--- src/rtl/mem_arbiter_pkg.sv ---
// -----------------------------------------------------------------------------
// mem_arbiter_pkg
// Shared definitions for the memory arbiter: requester ids, default bus
// widths and a small helper for round-robin selection.
// -----------------------------------------------------------------------------
package mem_arbiter_pkg;

    // Requester identifiers; the encoding doubles as the read-return owner tag.
    typedef enum logic {
        REQ_HOST = 1'b0,
        REQ_GPU  = 1'b1
    } req_id_e;

    localparam int DEFAULT_ADDR_WIDTH = 16;
    localparam int DEFAULT_DATA_WIDTH = 8;

    // The requester that is not `id`; used to favour the loser of the last grant.
    function automatic req_id_e other_req(input req_id_e id);
        return (id == REQ_HOST) ? REQ_GPU : REQ_HOST;
    endfunction

endpackage

--- src/rtl/rr_pick2.sv ---
// -----------------------------------------------------------------------------
// rr_pick2
// Combinational 2-way round-robin selector.
//   h_elig, g_elig : requester is eligible this cycle
//   last_winner    : requester granted most recently
//   winner         : selected requester (meaningful only when valid=1)
//   valid          : at least one requester is eligible
// -----------------------------------------------------------------------------
module rr_pick2
    import mem_arbiter_pkg::*;
(
    input  logic    h_elig,
    input  logic    g_elig,
    input  req_id_e last_winner,
    output req_id_e winner,
    output logic    valid
);

    // NOTE: every output gets a default at the top of the block so no path
    // leaves it unassigned; otherwise synthesis infers a latch.
    always_comb begin
        winner = REQ_HOST;
        valid  = h_elig | g_elig;
        if (h_elig && g_elig) begin
            winner = other_req(last_winner);
        end else if (g_elig) begin
            winner = REQ_GPU;
        end
    end

endmodule

--- src/rtl/mem_arbiter.sv ---
// -----------------------------------------------------------------------------
// mem_arbiter
// Shares a single-port byte memory between the host command engine and the
// gpu with request/grant handshakes, round-robin fairness and read-data
// routing back to the issuing requester.
//
// Ports:
//   clk, rst_n                 clock, synchronous active-low reset
//   h_req/h_we/h_addr/h_wdata  host access request (held until h_gnt)
//   h_gnt                      pulse: host access issued this cycle
//   h_rvalid/h_rdata           pulse: host read data returned
//   g_*                        same set for the gpu
//   mem_read/mem_write         memory strobes (never both high)
//   mem_addr/mem_write_byte    memory address and write data
//   mem_read_byte              memory read data, valid the cycle after mem_read
// -----------------------------------------------------------------------------
module mem_arbiter
    import mem_arbiter_pkg::*;
#(
    parameter int ADDR_WIDTH = DEFAULT_ADDR_WIDTH,
    parameter int DATA_WIDTH = DEFAULT_DATA_WIDTH
) (
    input  logic                  clk,
    input  logic                  rst_n,

    input  logic                  h_req,
    input  logic                  h_we,
    input  logic [ADDR_WIDTH-1:0] h_addr,
    input  logic [DATA_WIDTH-1:0] h_wdata,
    output logic                  h_gnt,
    output logic                  h_rvalid,
    output logic [DATA_WIDTH-1:0] h_rdata,

    input  logic                  g_req,
    input  logic                  g_we,
    input  logic [ADDR_WIDTH-1:0] g_addr,
    input  logic [DATA_WIDTH-1:0] g_wdata,
    output logic                  g_gnt,
    output logic                  g_rvalid,
    output logic [DATA_WIDTH-1:0] g_rdata,

    output logic                  mem_read,
    output logic                  mem_write,
    output logic [ADDR_WIDTH-1:0] mem_addr,
    output logic [DATA_WIDTH-1:0] mem_write_byte,
    input  logic [DATA_WIDTH-1:0] mem_read_byte
);

    // Issue stage
    logic                  h_gnt_d,          h_gnt_q;
    logic                  g_gnt_d,          g_gnt_q;
    logic                  mem_read_d,       mem_read_q;
    logic                  mem_write_d,      mem_write_q;
    logic [ADDR_WIDTH-1:0] mem_addr_d,       mem_addr_q;
    logic [DATA_WIDTH-1:0] mem_write_byte_d, mem_write_byte_q;
    req_id_e               last_winner_d,    last_winner_q;

    // Read-return tag, travels alongside mem_read
    logic                  rd_valid_d,       rd_valid_q;
    req_id_e               rd_owner_d,       rd_owner_q;

    // Return stage
    logic                  h_rvalid_d,       h_rvalid_q;
    logic                  g_rvalid_d,       g_rvalid_q;
    logic [DATA_WIDTH-1:0] h_rdata_d,        h_rdata_q;
    logic [DATA_WIDTH-1:0] g_rdata_d,        g_rdata_q;

    logic                  h_elig, g_elig;
    logic                  pick_valid;
    req_id_e               pick_winner;
    logic                  sel_we;
    logic [ADDR_WIDTH-1:0] sel_addr;
    logic [DATA_WIDTH-1:0] sel_wdata;

    // A requester granted last cycle sits out one cycle, giving it time to
    // drop req or present its next access before it can win again.
    assign h_elig = h_req & ~h_gnt_q;
    assign g_elig = g_req & ~g_gnt_q;

    rr_pick2 u_pick (
        .h_elig      (h_elig),
        .g_elig      (g_elig),
        .last_winner (last_winner_q),
        .winner      (pick_winner),
        .valid       (pick_valid)
    );

    assign sel_we    = (pick_winner == REQ_GPU) ? g_we    : h_we;
    assign sel_addr  = (pick_winner == REQ_GPU) ? g_addr  : h_addr;
    assign sel_wdata = (pick_winner == REQ_GPU) ? g_wdata : h_wdata;

    always_comb begin
        h_gnt_d          = pick_valid && (pick_winner == REQ_HOST);
        g_gnt_d          = pick_valid && (pick_winner == REQ_GPU);
        mem_read_d       = pick_valid && !sel_we;
        mem_write_d      = pick_valid &&  sel_we;
        mem_addr_d       = pick_valid ? sel_addr : '0;
        mem_write_byte_d = (pick_valid && sel_we) ? sel_wdata : '0;
        last_winner_d    = pick_valid ? pick_winner : last_winner_q;

        rd_valid_d       = mem_read_d;
        rd_owner_d       = pick_winner;

        h_rvalid_d       = rd_valid_q && (rd_owner_q == REQ_HOST);
        g_rvalid_d       = rd_valid_q && (rd_owner_q == REQ_GPU);

        // Capture returning data so rdata holds until the owner's next rvalid.
        h_rdata_d        = h_rvalid_q ? mem_read_byte : h_rdata_q;
        g_rdata_d        = g_rvalid_q ? mem_read_byte : g_rdata_q;
    end

    // NOTE: reset is sampled on the clock edge only (no rst_n in the
    // sensitivity list), and the holding registers are cleared too so
    // rdata reads 0 after reset rather than a stale byte.
    always_ff @(posedge clk) begin
        if (!rst_n) begin
            h_gnt_q          <= 1'b0;
            g_gnt_q          <= 1'b0;
            mem_read_q       <= 1'b0;
            mem_write_q      <= 1'b0;
            mem_addr_q       <= '0;
            mem_write_byte_q <= '0;
            last_winner_q    <= REQ_GPU;
            rd_valid_q       <= 1'b0;
            rd_owner_q       <= REQ_HOST;
            h_rvalid_q       <= 1'b0;
            g_rvalid_q       <= 1'b0;
            h_rdata_q        <= '0;
            g_rdata_q        <= '0;
        end else begin
            // NOTE: non-blocking assignments so every flop samples the
            // pre-edge value of every other flop.
            h_gnt_q          <= h_gnt_d;
            g_gnt_q          <= g_gnt_d;
            mem_read_q       <= mem_read_d;
            mem_write_q      <= mem_write_d;
            mem_addr_q       <= mem_addr_d;
            mem_write_byte_q <= mem_write_byte_d;
            last_winner_q    <= last_winner_d;
            rd_valid_q       <= rd_valid_d;
            rd_owner_q       <= rd_owner_d;
            h_rvalid_q       <= h_rvalid_d;
            g_rvalid_q       <= g_rvalid_d;
            h_rdata_q        <= h_rdata_d;
            g_rdata_q        <= g_rdata_d;
        end
    end

    assign h_gnt          = h_gnt_q;
    assign g_gnt          = g_gnt_q;
    assign mem_read       = mem_read_q;
    assign mem_write      = mem_write_q;
    assign mem_addr       = mem_addr_q;
    assign mem_write_byte = mem_write_byte_q;
    assign h_rvalid       = h_rvalid_q;
    assign g_rvalid       = g_rvalid_q;

    // The memory presents its byte in the rvalid cycle itself, so the live
    // byte is forwarded then and the captured copy is shown afterwards.
    assign h_rdata = h_rvalid_q ? mem_read_byte : h_rdata_q;
    assign g_rdata = g_rvalid_q ? mem_read_byte : g_rdata_q;

endmodule
--- config.mk ---
export PLATFORM = sky130hd
export DESIGN_NAME = mem_arbiter
export DESIGN_NICKNAME = d
export VERILOG_FILES = /design/src/rtl/mem_arbiter_pkg.sv /design/src/rtl/rr_pick2.sv /design/src/rtl/mem_arbiter.sv
export SDC_FILE = /design/constraint.sdc
export NUM_CORES = 1
export LEC_CHECK = 0
export CAP_MARGIN = 10
export CORE_UTILIZATION = 35
export CTS_CLUSTER_DIAMETER = 80
export DETAILED_ROUTE_END_ITERATION = 8
export PLACE_DENSITY = 0.81
export SYNTH_ARGS = -nofsm -noshare
export SYNTH_HDL_FRONTEND = slang
export SYNTH_HIERARCHICAL = 1
export SYNTH_SLANG_ARGS = --single-unit
--- constraint.sdc ---
create_clock -name clk -period 3 [get_ports clk]
set_input_delay 0.6 -clock clk [delete_from_list [all_inputs] [get_ports clk]]
set_output_delay 0.6 -clock clk [all_outputs]
set_load 0.005 [all_outputs]
======== Yosys cells after proc, flatten, opt, wreduce, memory -nomap -nowiden ========
Index checks and enable logic that the tools add are counted.
cells by class
  div/mod/pow operators ................... 0
  $add $sub $neg .......................... 0
  multipliers ............................. 0
  shifts and indexed selects .............. 0
  bitwise operators ....................... 7
  reduce and logical (&&, ||, !) cells .... 10
  muxes and demuxes ....................... 8
  magnitude comparators ................... 0
  equality and inequality tests ........... 0
operators by type and width
  cell               count
  $mux 8             3
  $mux 16            1
  $logic_and 1x1->1  7
  $mux 1             4
  $not 1->1          4
  $reduce_and 2->1   2
  $and 1x1->1        2
  $logic_not 1->1    1
  $or 1x1->1         1
word-level totals
  latch bits .............................. 0
  RAM bits ................................ 0
  ROM bits ................................ 0
  input port bits ......................... 62
  memories kept ........................... 0
  word-level logic and storage cells ...... 37
  register bits after elaboration ......... 48
  output and inout port bits .............. 46

======== Depth between registers and ports, before layout ========
  depth after elaboration ................. 7
  depth in mapped cells ................... 6
  mapped depth without buffers ............ 4

======== By module ========
The synthesis kept the hierarchy.
by module, submodules not included
  module       cells each  area each (µm²)  seq. area each (µm²)  instances
  mem_arbiter  135         1,647.8          960.9                 1
  rr_pick2     2           13.8             0.0                   1

======== Worst setup path after synthesis ========
No wires, ideal clock.
  path kind ............................... input to register
  start ................................... input g_req
  end ..................................... register mem_addr_q[10] (netlist: mem_addr[10])
  buffers on the path ..................... 2
  setup slack ............................. 1.213 ns
  cell stages on the path ................. 6
  arrival time ............................ 1.671 ns
  data required time ...................... 2.883 ns
  library setup time ...................... 0.117 ns
  cell sequence ........................... nor2b_1 a21boi_1 and3b_1 buf_6 buf_6 a22o_1
on the way
  longest elaborated chain between the ends .. 4
  elaborated cells on any way between the ends .. 7
  classes of those cells .................. mux: 3; bitwise: 2; reduce/logical: 2
RTL lines
  item                                                RTL line                        RTL
  start: declaration                                  mem_arbiter.sv:34               input logic g_req,
  $and 1x1->1 (*)                                     mem_arbiter.sv:78               assign g_elig = g_req & ~g_gnt_q;
  $mux 1 / $logic_and 1x1->1 (equally long branches)  rr_pick2.sv:26, rr_pick2.sv:24
  $mux 1 (*)                                          rr_pick2.sv:24                  if (h_elig && g_elig) begin
  named net pick_winner                               mem_arbiter.sv:70               req_id_e pick_winner;
  $mux 16 (*)                                         mem_arbiter.sv:89               assign sel_addr = (pick_winner == REQ_GPU) ? g_addr : h_addr;
  end signal: assignment                              mem_arbiter.sv:137              mem_addr_q <= mem_addr_d;
  end: declaration                                    mem_arbiter.sv:54               logic [ADDR_WIDTH-1:0] mem_addr_d, mem_addr_q;
The timed path passes the listed nets; every way through them passes the cells marked *.
A chain may end at the register's enable or synchronous reset.

======== Worst setup path after layout ========
  start ................................... input mem_read_byte[0]
  end ..................................... output h_rdata[0]
on the way
  longest elaborated chain between the ends .. 1
RTL lines
  item                RTL line            RTL
  start: declaration  mem_arbiter.sv:46   input logic [DATA_WIDTH-1:0] mem_read_byte
  $mux 8              mem_arbiter.sv:160  assign h_rdata = h_rvalid_q ? mem_read_byte : h_rdata_q;
  end: declaration    mem_arbiter.sv:32   output logic [DATA_WIDTH-1:0] h_rdata,
No other way between the ends.

==> summary.md <==
| Metric | Value |
|---|---|
| Post-Synthesis Cells | `137` |
| Worst path slowest cell | `clkdlybuf4s50_1` |
| Via count | `1,372` |
| Routed Antenna Nets | `0` |
| Area of the die | `5030 µm²` |
| Worst Hold Class | `reg -> reg` |
| PD cells | `449 nW/µm²` |
| Grt ovf | `0` |
| CP delay by family, top | `buffers and inverters` |
| Root Driver | `clkbuf_8` |
| Leakage | `0.00115 µW` |
| Post-CTS Setup Bufs | `0` |
| Starting DRT DRC Count | `46` |
| Pint | `997 µW` |
| Nets | `306` |
| Initial antenna violation count | `0` |
| Worst Tran Pin Value | `646 ps` |
| Core Region | `4440 µm²` |
| Startpoint Class | `input pin` |
| All-Layer GR Usage | `15.5%` |
| Syn Area/Cell | `12.1 µm²` |
| Setup TNS | `0 ps` |
| Clk_lat worst skew | `290 ps` |
| Hold_sp | `rd_owner_q$_SDFF_PN0_` |
| Final HPWL DP | `2930 µm` |
| P_sw | `273 µW` |
| Cell area after synthesis | `1660 µm²` |
| Final min period | `2430 ps` |
| Flop2flop setup slack | `1300 ps` |
| WHS | `408 ps` |
| WL final | `3700 µm` |
| Cell variety after synth | `18` |
| VDD IR max | `0.255 mV` |
| Vias per std cell | `4.64` |
| CP Cell Sequence | `clkdlybuf4s50_1 -> mux2_1 -> clkdlybuf4s50_1` |
| Area share of the largest cell type after synthesis | `57.8%` |
| Fin. max-slew vios | `0` |
| Chip Width | `70.9 µm` |
| Syn Nets | `199` |
| Clock slew at reported path FFs | `80 ps` |
| Commonest non-fill, non-tap cells in the layout | `clkdlybuf4s50_1 (107), dfxtp_1 (48), and2_1 (17)` |
| H-tree lvl count | `2` |
| Number of max-cap violations | `0` |
| Bufs and invs on worst path | `2` |
| Failing checks | `DRC` |
| Max clock buf depth | `2` |
| Critical path fanouts, max | `2` |
| Max frequency | `412 MHz` |
| Sequential share of the synthesized area | `57.8%` |
| Drt drc | `2` |
| Crit Path Category | `in -> out` |
| Unrepaired setup endpoints after global routing | `false` |
| WP data required | `2400 ps` |
| Vias in the first global route | `1,346` |
| Inserted Diodes | `0` |
| 1st-pass router iterations | `8` |
| Critical path's largest stage delay | `470 ps` |
| Hold Buf Count CTS | `0` |
| Setup crit end kind | `output pin` |
| Post-CTS sizing | `0` |
| Worst r2r src | `g_gnt$_SDFF_PN0_` |
| Initial Util | `37.4%` |
| Top post-synthesis cells by area | `dfxtp_1 (58%), mux2_1 (11%), a22o_1 (8.4%)` |
| Routed wire per std cell | `12.5 µm` |
| Most used cell, CP | `clkdlybuf4s50_1` |
| Status | `finished with violations` |
| Endpoints failing setup | `0` |
| Commonest non-fill, non-tap cell in the layout | `clkdlybuf4s50_1` |
| Final hold violation count | `0` |
| Clock sink count | `48` |
| Logic pwr share | `18.9%` |
| I/O Pins | `108` |
| Area leader, netlist | `dfxtp_1` |
| Switching Fraction | `21.5%` |
| Skew final | `7.03 ps` |
| Std cell rows | `24` |
| Synthesis-to-layout area growth | `70.5%` |
| Arr. time, crit path | `1830 ps` |
| CTS buffer count | `5` |
| #FFs+latches synth | `48` |
| Critical path origin | `mem_read_byte[0]` |
| Chip height | `70.9 µm` |
| Largest net degree at the start of global routing | `18` |
| CTS tree | `yes` |
| Share of layout cells above drive strength 1 | `3.69%` |
| PortBufs | `107` |
| Final Wtd Congestion | `0.659` |
| Sequential share of power | `53.8%` |
| Synth Warn # | `6` |
| Slew headroom | `57.0%` |
| First-pass GRT wire length | `5930 µm` |
| Crit share post-route | `81.0%` |
| Clock share of power | `27.3%` |
==> layer usage <==
metal | global-route usage [%] | up-vias | part of all wire [%]
met3 | 6.98 | 5 | 9.0
li1 | - | 687 | -
met4 | 6.00 | 0 | 0.97
met5 | 0 | - | 0
met1 | 15.6 | 617 | 38
met2 | 28.1 | 63 | 52
==> synthesized netlist by cell type (all sizes together) <==
cell    count
a21boi      1
a22o       16
and2       17
and3        3
and3b       1
buf         7
clkbuf      2
dfxtp      48
mux2       16
mux2i      10
nand2       3
nor2        2
nor2b       2
nor3        8
or2         1
==> through the flow <==
stage / utilization, % / power [µW] / setup WS (ps) / std cells / area [µm²]
finish: 63.7 / 1270 / 570 / 296 / 2830
global route: 63.7 / 1340 / 536 / 296 / 2830
global placement: 62.0 / 937 / 567 / 289 / 2760
CTS: 63.7 / 1290 / 566 / 296 / 2830
floorplan: - / 780 / 1210 / 137 / 1660
detailed placement: 62.0 / 942 / 540 / 289 / 2760
==> cells by family (layout without fill, tap and decap cells) <==
family | count (synthesis) | count (layout) | share of synthesized area (%)
compound gates | 17 | 17 | 8.89
buf+inv | 9 | 116 | 3.46
flops | 48 | 48 | 57.8
mux | 26 | 26 | 17.1
simple gates | 37 | 37 | 12.7
==> area by class of cell <==
type,count,area [µm²]
fill,402,1610
timing repair buffer,109,1090
sequential,48,961
multi-input combinational,80,643
clock buffer,6,72.6
tap,52,65.1
clock inverter,1,5.00
==> flip-flops by register name, indices dropped and copies added (netlist names), 8 cells and up <==
name,flops
mem_write_byte,8
mem_addr,16
h_rdata_q,8
g_rdata_q,8
==> power by group through the flow <==
| stage | Clock [µW] | Sequential, µW | Combinational (µW) |
|---|---|---|---|
| 6_report | 347 | 684 | 240 |
| 5_1_grt | 389 | 687 | 259 |
| 4_1_cts | 365 | 685 | 243 |
| 3_5_place_dp | 0 | 700 | 242 |
| 3_3_place_gp | 0 | 698 | 239 |
| 2_1_floorplan | 0 | 701 | 79.3 |
==> final timing paths <==
kind,to,depth (start not counted)
min reg2reg,h_rvalid$_SDFF_PN0_,1
max,h_rdata[0],3
min,h_rvalid$_SDFF_PN0_,1
max reg2reg,mem_addr[4]$_SDFF_PN0_,4
No activity file was read; power rests on OpenSTA's default activity.
